==> src/rtl/stream_selector_if.sv <==
// Handshake bundle for stream_selector: N producer channels in, one consumer channel out.
// master is the producer/consumer side; slave is the selector itself.
interface stream_selector_if #(
  parameter int unsigned WIDTH = 4,
  parameter int unsigned N     = 4
);
  localparam int unsigned SEL_W = $clog2(N);

  logic               mode;
  logic [SEL_W-1:0]   sel;
  logic [N*WIDTH-1:0] in_data;
  logic [N-1:0]       in_valid;
  logic [N-1:0]       in_ready;
  logic [WIDTH-1:0]   out_data;
  logic [SEL_W-1:0]   out_src;
  logic               out_valid;
  logic               out_ready;

  modport master (
    output mode, sel, in_data, in_valid, out_ready,
    input  in_ready, out_data, out_src, out_valid
  );

  modport slave (
    input  mode, sel, in_data, in_valid, out_ready,
    output in_ready, out_data, out_src, out_valid
  );
endinterface

==> src/rtl/stream_selector.sv <==
// Registered N:1 stream selector with direct (sel) or round-robin source choice
// and a single-slot output register that supports same-cycle pop and push.
module stream_selector #(
  parameter  int unsigned WIDTH = 4,
  parameter  int unsigned N     = 4,
  localparam int unsigned SEL_W = $clog2(N)
) (
  input logic              clk,
  input logic              reset,
  stream_selector_if.slave bus
);

  logic             out_valid_q, out_valid_d;
  logic [WIDTH-1:0] out_data_q,  out_data_d;
  logic [SEL_W-1:0] out_src_q,   out_src_d;
  logic [SEL_W-1:0] rr_q,        rr_d;

  logic             grant_vld;
  logic [SEL_W-1:0] grant_idx;
  logic [WIDTH-1:0] grant_data;
  logic             can_accept;
  logic             xfer;

  always_comb begin : grant_logic
    int unsigned j;
    j         = 0;
    grant_vld = 1'b0;
    grant_idx = '0;
    if (!bus.mode) begin
      for (int unsigned i = 0; i < N; i++) begin
        if (bus.sel == SEL_W'(i) && bus.in_valid[i]) begin
          grant_vld = 1'b1;
          grant_idx = SEL_W'(i);
        end
      end
    end else begin
      // Scan offsets high to low so the last hit is the one closest to rr_q.
      for (int unsigned k = N; k > 0; k--) begin
        j = 32'(rr_q) + k - 1;
        if (j >= N) j = j - N;
        if (bus.in_valid[j]) begin
          grant_vld = 1'b1;
          grant_idx = SEL_W'(j);
        end
      end
    end
  end

  always_comb begin : data_mux
    grant_data = '0;
    for (int unsigned i = 0; i < N; i++) begin
      if (grant_idx == SEL_W'(i)) grant_data = bus.in_data[i*WIDTH +: WIDTH];
    end
  end

  assign can_accept = !out_valid_q || bus.out_ready;
  assign xfer       = grant_vld && can_accept && !reset;

  always_comb begin : ready_logic
    bus.in_ready = '0;
    for (int unsigned i = 0; i < N; i++) begin
      bus.in_ready[i] = xfer && (grant_idx == SEL_W'(i));
    end
  end

  always_comb begin : next_state
    out_valid_d = out_valid_q;
    out_data_d  = out_data_q;
    out_src_d   = out_src_q;
    rr_d        = rr_q;
    if (xfer) begin
      out_valid_d = 1'b1;
      out_data_d  = grant_data;
      out_src_d   = grant_idx;
      rr_d        = (grant_idx == SEL_W'(N - 1)) ? '0 : grant_idx + 1'b1;
    end else if (bus.out_ready && out_valid_q) begin
      out_valid_d = 1'b0;
    end
  end

  always_ff @(posedge clk) begin
    if (reset) begin
      out_valid_q <= 1'b0;
      out_data_q  <= '0;
      out_src_q   <= '0;
      rr_q        <= '0;
    end else begin
      out_valid_q <= out_valid_d;
      out_data_q  <= out_data_d;
      out_src_q   <= out_src_d;
      rr_q        <= rr_d;
    end
  end

  assign bus.out_valid = out_valid_q;
  assign bus.out_data  = out_data_q;
  assign bus.out_src   = out_src_q;

endmodule

==> src/flat_wrapper.sv <==
// flat-port wrapper written by rule: the top's interface ports become plain ports
module stream_selector_flat 
#(
  parameter  int unsigned WIDTH = 4,
  parameter  int unsigned N     = 4,
  localparam int unsigned SEL_W = $clog2(N)
)
  (clk, reset, bus_mode, bus_sel, bus_in_data, bus_in_valid, bus_out_ready, bus_in_ready, bus_out_data, bus_out_src, bus_out_valid);
  stream_selector_if #(.WIDTH(WIDTH), .N(N)) bus_i ();
  input logic clk;
  input logic reset;
  input wire logic [$bits(bus_i.mode)-1:0] bus_mode;
  input wire logic [$bits(bus_i.sel)-1:0] bus_sel;
  input wire logic [$bits(bus_i.in_data)-1:0] bus_in_data;
  input wire logic [$bits(bus_i.in_valid)-1:0] bus_in_valid;
  input wire logic [$bits(bus_i.out_ready)-1:0] bus_out_ready;
  output wire logic [$bits(bus_i.in_ready)-1:0] bus_in_ready;
  output wire logic [$bits(bus_i.out_data)-1:0] bus_out_data;
  output wire logic [$bits(bus_i.out_src)-1:0] bus_out_src;
  output wire logic [$bits(bus_i.out_valid)-1:0] bus_out_valid;
  assign bus_i.mode = bus_mode;
  assign bus_i.sel = bus_sel;
  assign bus_i.in_data = bus_in_data;
  assign bus_i.in_valid = bus_in_valid;
  assign bus_i.out_ready = bus_out_ready;
  assign bus_in_ready = bus_i.in_ready;
  assign bus_out_data = bus_i.out_data;
  assign bus_out_src = bus_i.out_src;
  assign bus_out_valid = bus_i.out_valid;
  stream_selector #(.WIDTH(WIDTH), .N(N)) u_core (.clk(clk), .reset(reset), .bus(bus_i));
endmodule
==> config.mk <==
export PLATFORM = sky130hd
export DESIGN_NAME = stream_selector_flat
export DESIGN_NICKNAME = d
export VERILOG_FILES = /design/src/rtl/stream_selector_if.sv /design/src/rtl/stream_selector.sv /design/src/flat_wrapper.sv
export SDC_FILE = /design/constraint.sdc
export NUM_CORES = 1
export LEC_CHECK = 0
export CORE_UTILIZATION = 38
export CTS_CLUSTER_DIAMETER = 120
export CTS_CLUSTER_SIZE = 30
export DETAILED_ROUTE_END_ITERATION = 16
export PLACE_DENSITY_LB_ADDON = 0.05
export SYNTH_ARGS = -nofsm -noshare
export SYNTH_HDL_FRONTEND = slang
export SYNTH_SLANG_ARGS = --single-unit
==> constraint.sdc <==
create_clock -name clk -period 7 [get_ports clk]
set_input_delay 2.1 -clock clk [delete_from_list [all_inputs] [get_ports clk]]
set_output_delay 2.1 -clock clk [all_outputs]
set_load 0.01 [all_outputs]
==> results.txt, run 1 <==
Run status: finished, final reports clean
Initial Util: 0.420
Drt pass-1 iters: 4
DRC violations left: 0
RSZ-0062 raised after global routing: no
I/O Buffers: 36
ANT nets after route: 0
Area delta synth->final: 56.1%
Fill count: 165
Floorplan core area: 1780 µm²
Slew headroom: 0.741
I/O Pins: 37
Die height: 46.4 µm
Total CTS buffers: 3
Clk sinks: 9
CTS Buffer Depth: 2
DP HPWL: 1560 µm
Avg Inst Size Synth: 8.33 µm²
Critical Path RT: 4900 ps
Final setup viols: 0
Nets@finish: 160
Fraction of the mapped netlist area in compound gates: 0.349
Via density: 5.30
GRT overflow: 0
Post-synth EDFFs: 0
Simple-Gate Fraction of Synth Area: 0.214
Max-Cap Viols: 0
Net count after synthesis: 120
Setup CP Type: in2out
Vias in the first global route: 727
Initial drt markers: 23
Clock Skews: 3.45 ps
Synth Flop Type: dfxtp_1
Clock slew at reported path FFs: 50 ps
Startpoint types: primary input
Vias post-DR: 816
Gr usage total: 0.198
Gates resized, CTS repair: 0
First-pass GRT wire length: 3050 µm
Sum Neg Setup Slack: 0 ps
CP endpoint kind: primary output
Worst hold path class: reg2reg
Synth top cells by count: a21oi_1 (9), dfxtp_1 (9), inv_1 (8), a22oi_1 (7), nand2_1 (5)
Initial antenna violation count: 0
Mapped Cells: 90
Final period utilization: 0.953
Leakage: 0.493 nW
Post-synthesis cell type count: 34
Final wirelength: 1930 µm
Peak supply drop: 0.137 mV
Post-synthesis instance area: 749 µm²
Layout cell share with drive strength beyond 1: 0.109
Largest net degree at the start of global routing: 13
Clock Latency Late Sink: 250 ps
Wire per inst: 12.5 µm
FF+latch count, synth: 9
Max Transition Viols Final: 0
Sequential element share of the synthesized area: 0.240
Final hold vios: 0
Post-synthesis xor/xnor area fraction: 0
Final core occ: 0.656
Synth warn: 0
Worst EP arrival: 4570 ps
Worst Tran Pin Value: 387 ps
# hold bufs at CTS: 0
Number of post-CTS setup repair buffers: 0
Final RePlAce weighted congestion: 0.792
# diodes: 0
H-tree depth: 1
Die area: 2150 µm²
Top-area cell type share of the netlist area: 0.240
Fmax: 0.150 GHz
Asr flop ratio synth: 0
Pwr/cell area: 164 nW/µm²
Crit path max fanout: 9
CTS tree: built
Min Tclk post-route: 6670 ps
Die width: 46.4 µm
Largest family of logic cells by synthesized area: compound AO/OA/AOI/OAI gates
Root Buffer: clkbuf_4
Num rows: 15
Synth top area cells: dfxtp_1 (24%), a22oi_1 (7.0%), ha_1 (6.7%), a21oi_1 (6.0%), mux2i_1 (5.3%)
Synth Area in Adders: 0.0668
Mux share of post-synthesis cell area: 0.0534
Yosys top cell by area: dfxtp_1
## critical path, stage by stage
cell             delay, ps
clkdlybuf4s50_1        580
nor2b_2                 80
or4b_4                 540
a31oi_4                210
nand2_1                100
ha_1                   310
and3_1                 180
clkdlybuf4s50_1        470
## per-stage QoR
stage               instance area (µm²)  total power, mW  hold WS (ps)  setup WS [ps]  std cells
floorplan                           749            0.116           464           1170         90
global placement                   1140            0.155           445            368        150
detailed placement                 1140            0.156           456            344        150
CTS                                1170            0.195           503            331        154
global route                       1170            0.208           531            191        154
finish                             1170            0.192           492            329        154
## flip-flops by register name (all words and copies together) (netlist names)
name and count:
u_core.bus.out_src 2, u_core.bus.out_valid 1, u_core.rr_q 2, u_core.bus.out_data 4
## logic make-up after synthesis
| kind of cell | Yosys count |
|---|---|
| multiplexers | 4 |
| buffers and inverters | 13 |
| flip-flops | 9 |
| AND/OR/NAND/NOR | 27 |
| adder cells (fa/ha/maj) | 4 |
| AO/OA/AOI/OAI | 33 |
## final timing paths
kind | start | to | slack, ps | cells past startpoint
worst max-delay path | bus_in_valid[1] | bus_in_ready[2] | 330 | 8
worst min-delay path | u_core.bus.out_src[1]$_SDFFE_PP0P_ | u_core.bus.out_src[1]$_SDFFE_PP0P_ | 490 | 2
worst max register to register | u_core.rr_q[0]$_SDFFE_PP0P_ | u_core.bus.out_data[0]$_SDFFE_PP0P_ | 4580 | 10
worst min register to register | u_core.bus.out_src[1]$_SDFFE_PP0P_ | u_core.bus.out_src[1]$_SDFFE_PP0P_ | 490 | 2
## routing by layer
metal / part of all wire / track usage / wire [µm]
met4: 0.0094 / 0.100 / 18
met2: 0.47 / 0.308 / 914
met3: 0.044 / 0.0275 / 84
met1: 0.47 / 0.263 / 908
met5: 0 / 0 / 0
## cell usage in the layout (no fill, tap or decap), types with 5 or more instances in the layout
cell type        instances
a22oi_1                  7
nand2_1                  5
inv_1                    8
a21oi_1                  9
clkdlybuf4s50_1         36
dfxtp_1                  9
## layout make-up
cell class | instances | area, µm² | share of cell area
tap | 25 | 31.3 | 0.0267
clock buffer | 4 | 26.3 | 0.0225
inverter | 8 | 30.0 | 0.0257
timing repair buffer | 40 | 390 | 0.334
sequential | 9 | 180 | 0.154
multi-input combinational | 68 | 512 | 0.437
## power by group
| part | total (mW) | switching, mW | internal, mW |
|---|---|---|---|
| clock network | 0.0374 | 0.0156 | 0.0218 |
| logic | 0.0917 | 0.0410 | 0.0507 |
| registers | 0.0633 | 0.00468 | 0.0586 |
| total | 0.192 | 0.0613 | 0.131 |
No activity file was read; power rests on OpenSTA's default activity.
==> run 2: changes to the inputs <==
- CORE_UTILIZATION: 38 -> 42
- TNS_END_PERCENT: default -> 50
==> results.txt, run 2 (synthesis results as in run 1) <==
Sum Neg Setup Slack: 0 ps (unchanged)
Area delta synth->final: 55.9%
Die height: 44.2 µm (-4.7%)
Final hold vios: 0 (unchanged)
Clock Latency Late Sink: 250 ps (about the same)
DP HPWL: 1620 µm (+3.8%)
ANT nets after route: 0 (unchanged)
Max Transition Viols Final: 0 (unchanged)
Peak supply drop: 0.142 mV (+3.9%)
Leakage: 0.493 nW (unchanged)
Placed insts: 149 (-0.67%)
Initial antenna violation count: 0 (unchanged)
Worst reg2reg path depth: 10 (unchanged)
Root Buffer: clkbuf_4
Max-Cap Viols: 0 (unchanged)
Final RePlAce weighted congestion: 0.797 (+0.67%)
Clk sinks: 9 (unchanged)
Critical Path RT: 4900 ps (about the same)
Pwr/cell area: 169 nW/µm² (+2.6%)
CP delay by family, top: simple AND/OR/NAND/NOR gates
CTS tree: built
Vias post-DR: 832 (+2.0%)
Crit-path slowest cell: or4b_4
RR Startpoint: u_core.rr_q[0]$_SDFFE_PP0P_
R2R Setup Slk: 4520 ps (-60 ps)
Final period utilization: 0.956 (+0.00328)
Gr usage total: 0.226 (+0.0275)
Fill count: 127 (-23%)
DRC violations left: 0 (unchanged)
Final wirelength: 2080 µm (+7.9%)
Switch share: 0.334 (+0.0152)
Die area: 1960 µm² (-9.1%)
Share of power burned in registers: 0.325 (-0.004)
Worst hold path depth: 2 (unchanged)
Die width: 44.2 µm (-4.7%)
Number of post-CTS setup repair buffers: 0 (unchanged)
Pwr Total: 0.197 mW (+2.5%)
Total CTS buffers: 3 (unchanged)
Num rows: 14 (-1)
Startpoint types: primary input
I/O Pins: 37 (unchanged)
Clock Skews: 2.88 ps (-0.577 ps)
Hold_sp: u_core.bus.out_src[1]$_SDFFE_PP0P_
Clock Power Share: 0.204 (+0.010)
Most frequent cells in the layout: clkdlybuf4s50_1 (36), a21oi_1 (9), dfxtp_1 (9)
Run status: finished, final reports clean
Fin cells: 153 (-0.65%)
RSZ-0062 raised after global routing: no
WHS Endpoint: u_core.bus.out_src[1]$_SDFFE_PP0P_
Crit path depth: 8 (unchanged)
Vias in the first global route: 755 (+3.9%)
Worst EP arrival: 4590 ps (+20 ps)
Gates resized, CTS repair: 0 (unchanged)
First-pass GRT wire length: 3330 µm (+9.3%)
Buffer and inverter count on the worst path: 2 (unchanged)
Worst hold path class: reg2reg
Crit Reg-Reg Endpoint: u_core.bus.out_data[2]$_SDFFE_PP0P_
Reg area: 180 µm² (unchanged)
Clock slew at reported path FFs: 60 ps (about the same)
Nets@finish: 160 (unchanged)
CP endpoint kind: primary output
Drt pass-1 iters: 6 (+2)
Initial Util: 0.470 (+0.0498)
Slew headroom: 0.716 (-0.0254)
Setup CP Type: in2out
# hold bufs at CTS: 0 (unchanged)
Delay of the slowest critical-path stage: 540 ps (-40 ps)
CP Cell Sequence: clkdlybuf4s50_1 > nor2b_2 > or4b_4 > a31oi_4 > nand2_1 > ha_1 > and3_1 > clkdlybuf4s50_1
Commonest non-fill, non-tap cell in the layout: clkdlybuf4s50_1
Floorplan core area: 1590 µm² (-11%)
I/O Buffers: 36 (unchanged)
GRT overflow: 0 (unchanged)
Initial drt markers: 16 (-30%)
Final setup viols: 0 (unchanged)
Max reg flops: 4 (unchanged)
P_int: 0.131 mW (+0.18%)
Cell mode on critical path: clkdlybuf4s50_1
Min Tclk post-route: 6690 ps (+23.0 ps)
CTS Buffer Depth: 2 (unchanged)
Multi-input gate area: 512 µm² (unchanged)
Comb pwr share: 0.471 (-0.006)
Crit path max fanout: 9 (unchanged)
Via density: 5.44 (+2.6%)
Wire per inst: 13.6 µm (+8.6%)
Layout cell share with drive strength beyond 1: 0.109 (unchanged)
H-tree depth: 1 (unchanged)
Worst Tran Pin Value: 427 ps (+39.9 ps)
Sw Pwr: 0.0658 mW (+7.4%)
Largest net degree at the start of global routing: 13 (unchanged)
Fmax: 0.149 GHz (-0.34%)
# diodes: 0 (unchanged)
run 2: cell counts in the layout (fill, tap and decap cells not counted):
No cell type changed its count.
run 2: worst reg2reg max path: cells and delay by family, from the launching register on:
family / cells / cell delay [ps]
AO/OA/AOI/OAI: 4 / 750
buffers and inverters: 1 / 140
AND/OR/NAND/NOR: 4 / 940
adder cells (fa/ha/maj): 1 / 170
flip-flops: 1 / 360
run 2: power by group through the flow:
stage	Combinational, mW	Sequential, mW	Clock, mW
floorplan	0.0496	0.0663	0
global placement	0.0905	0.0643	0
detailed placement	0.0923	0.0647	0
CTS	0.0933	0.0641	0.0412
global route	0.102	0.0651	0.0437
finish	0.0928	0.0642	0.0402
run 2: per-layer routing:
metal / wire length, µm / global-route usage / vias to the layer above
li1: - / - / 414
met1: 866 / 0.281 / 398
met2: 1100 / 0.412 / 18
met3: 88 / 0.0327 / 2
met4: 23 / 0.0424 / 0
met5: 0 / 0 / -
run 2: how the worst max path moves through the flow:
| stage | start | endpoint | slack [ps] |
|---|---|---|---|
| finish | bus_in_valid[2] | bus_in_ready[2] | 310 |
| global route | bus_in_valid[2] | bus_in_ready[2] | 160 |
| CTS | bus_in_valid[2] | bus_in_ready[2] | 310 |
| detailed placement | bus_in_valid[2] | bus_in_ready[2] | 310 |
| global placement | bus_in_valid[2] | bus_in_ready[2] | 370 |
| floorplan | bus_in_valid[2] | bus_in_ready[3] | 1170 |
run 2: layout make-up:
cell class,instances,area share
multi-input cells,68,0.438
repair buffers,40,0.334
flip-flops and latches,9,0.154
inverters,8,0.0257
well taps,24,0.0257
clock buffers,4,0.0225
run 2: metrics by stage:
stage | utilization | area [µm²] | hold WS, ps | worst slack, ps
finish | 0.733 | 1170 | 475 | 306
global route | 0.733 | 1170 | 495 | 159
CTS | 0.733 | 1170 | 475 | 311
detailed placement | 0.717 | 1140 | 459 | 315
global placement | 0.717 | 1140 | 445 | 373
floorplan | - | 749 | 464 | 1170
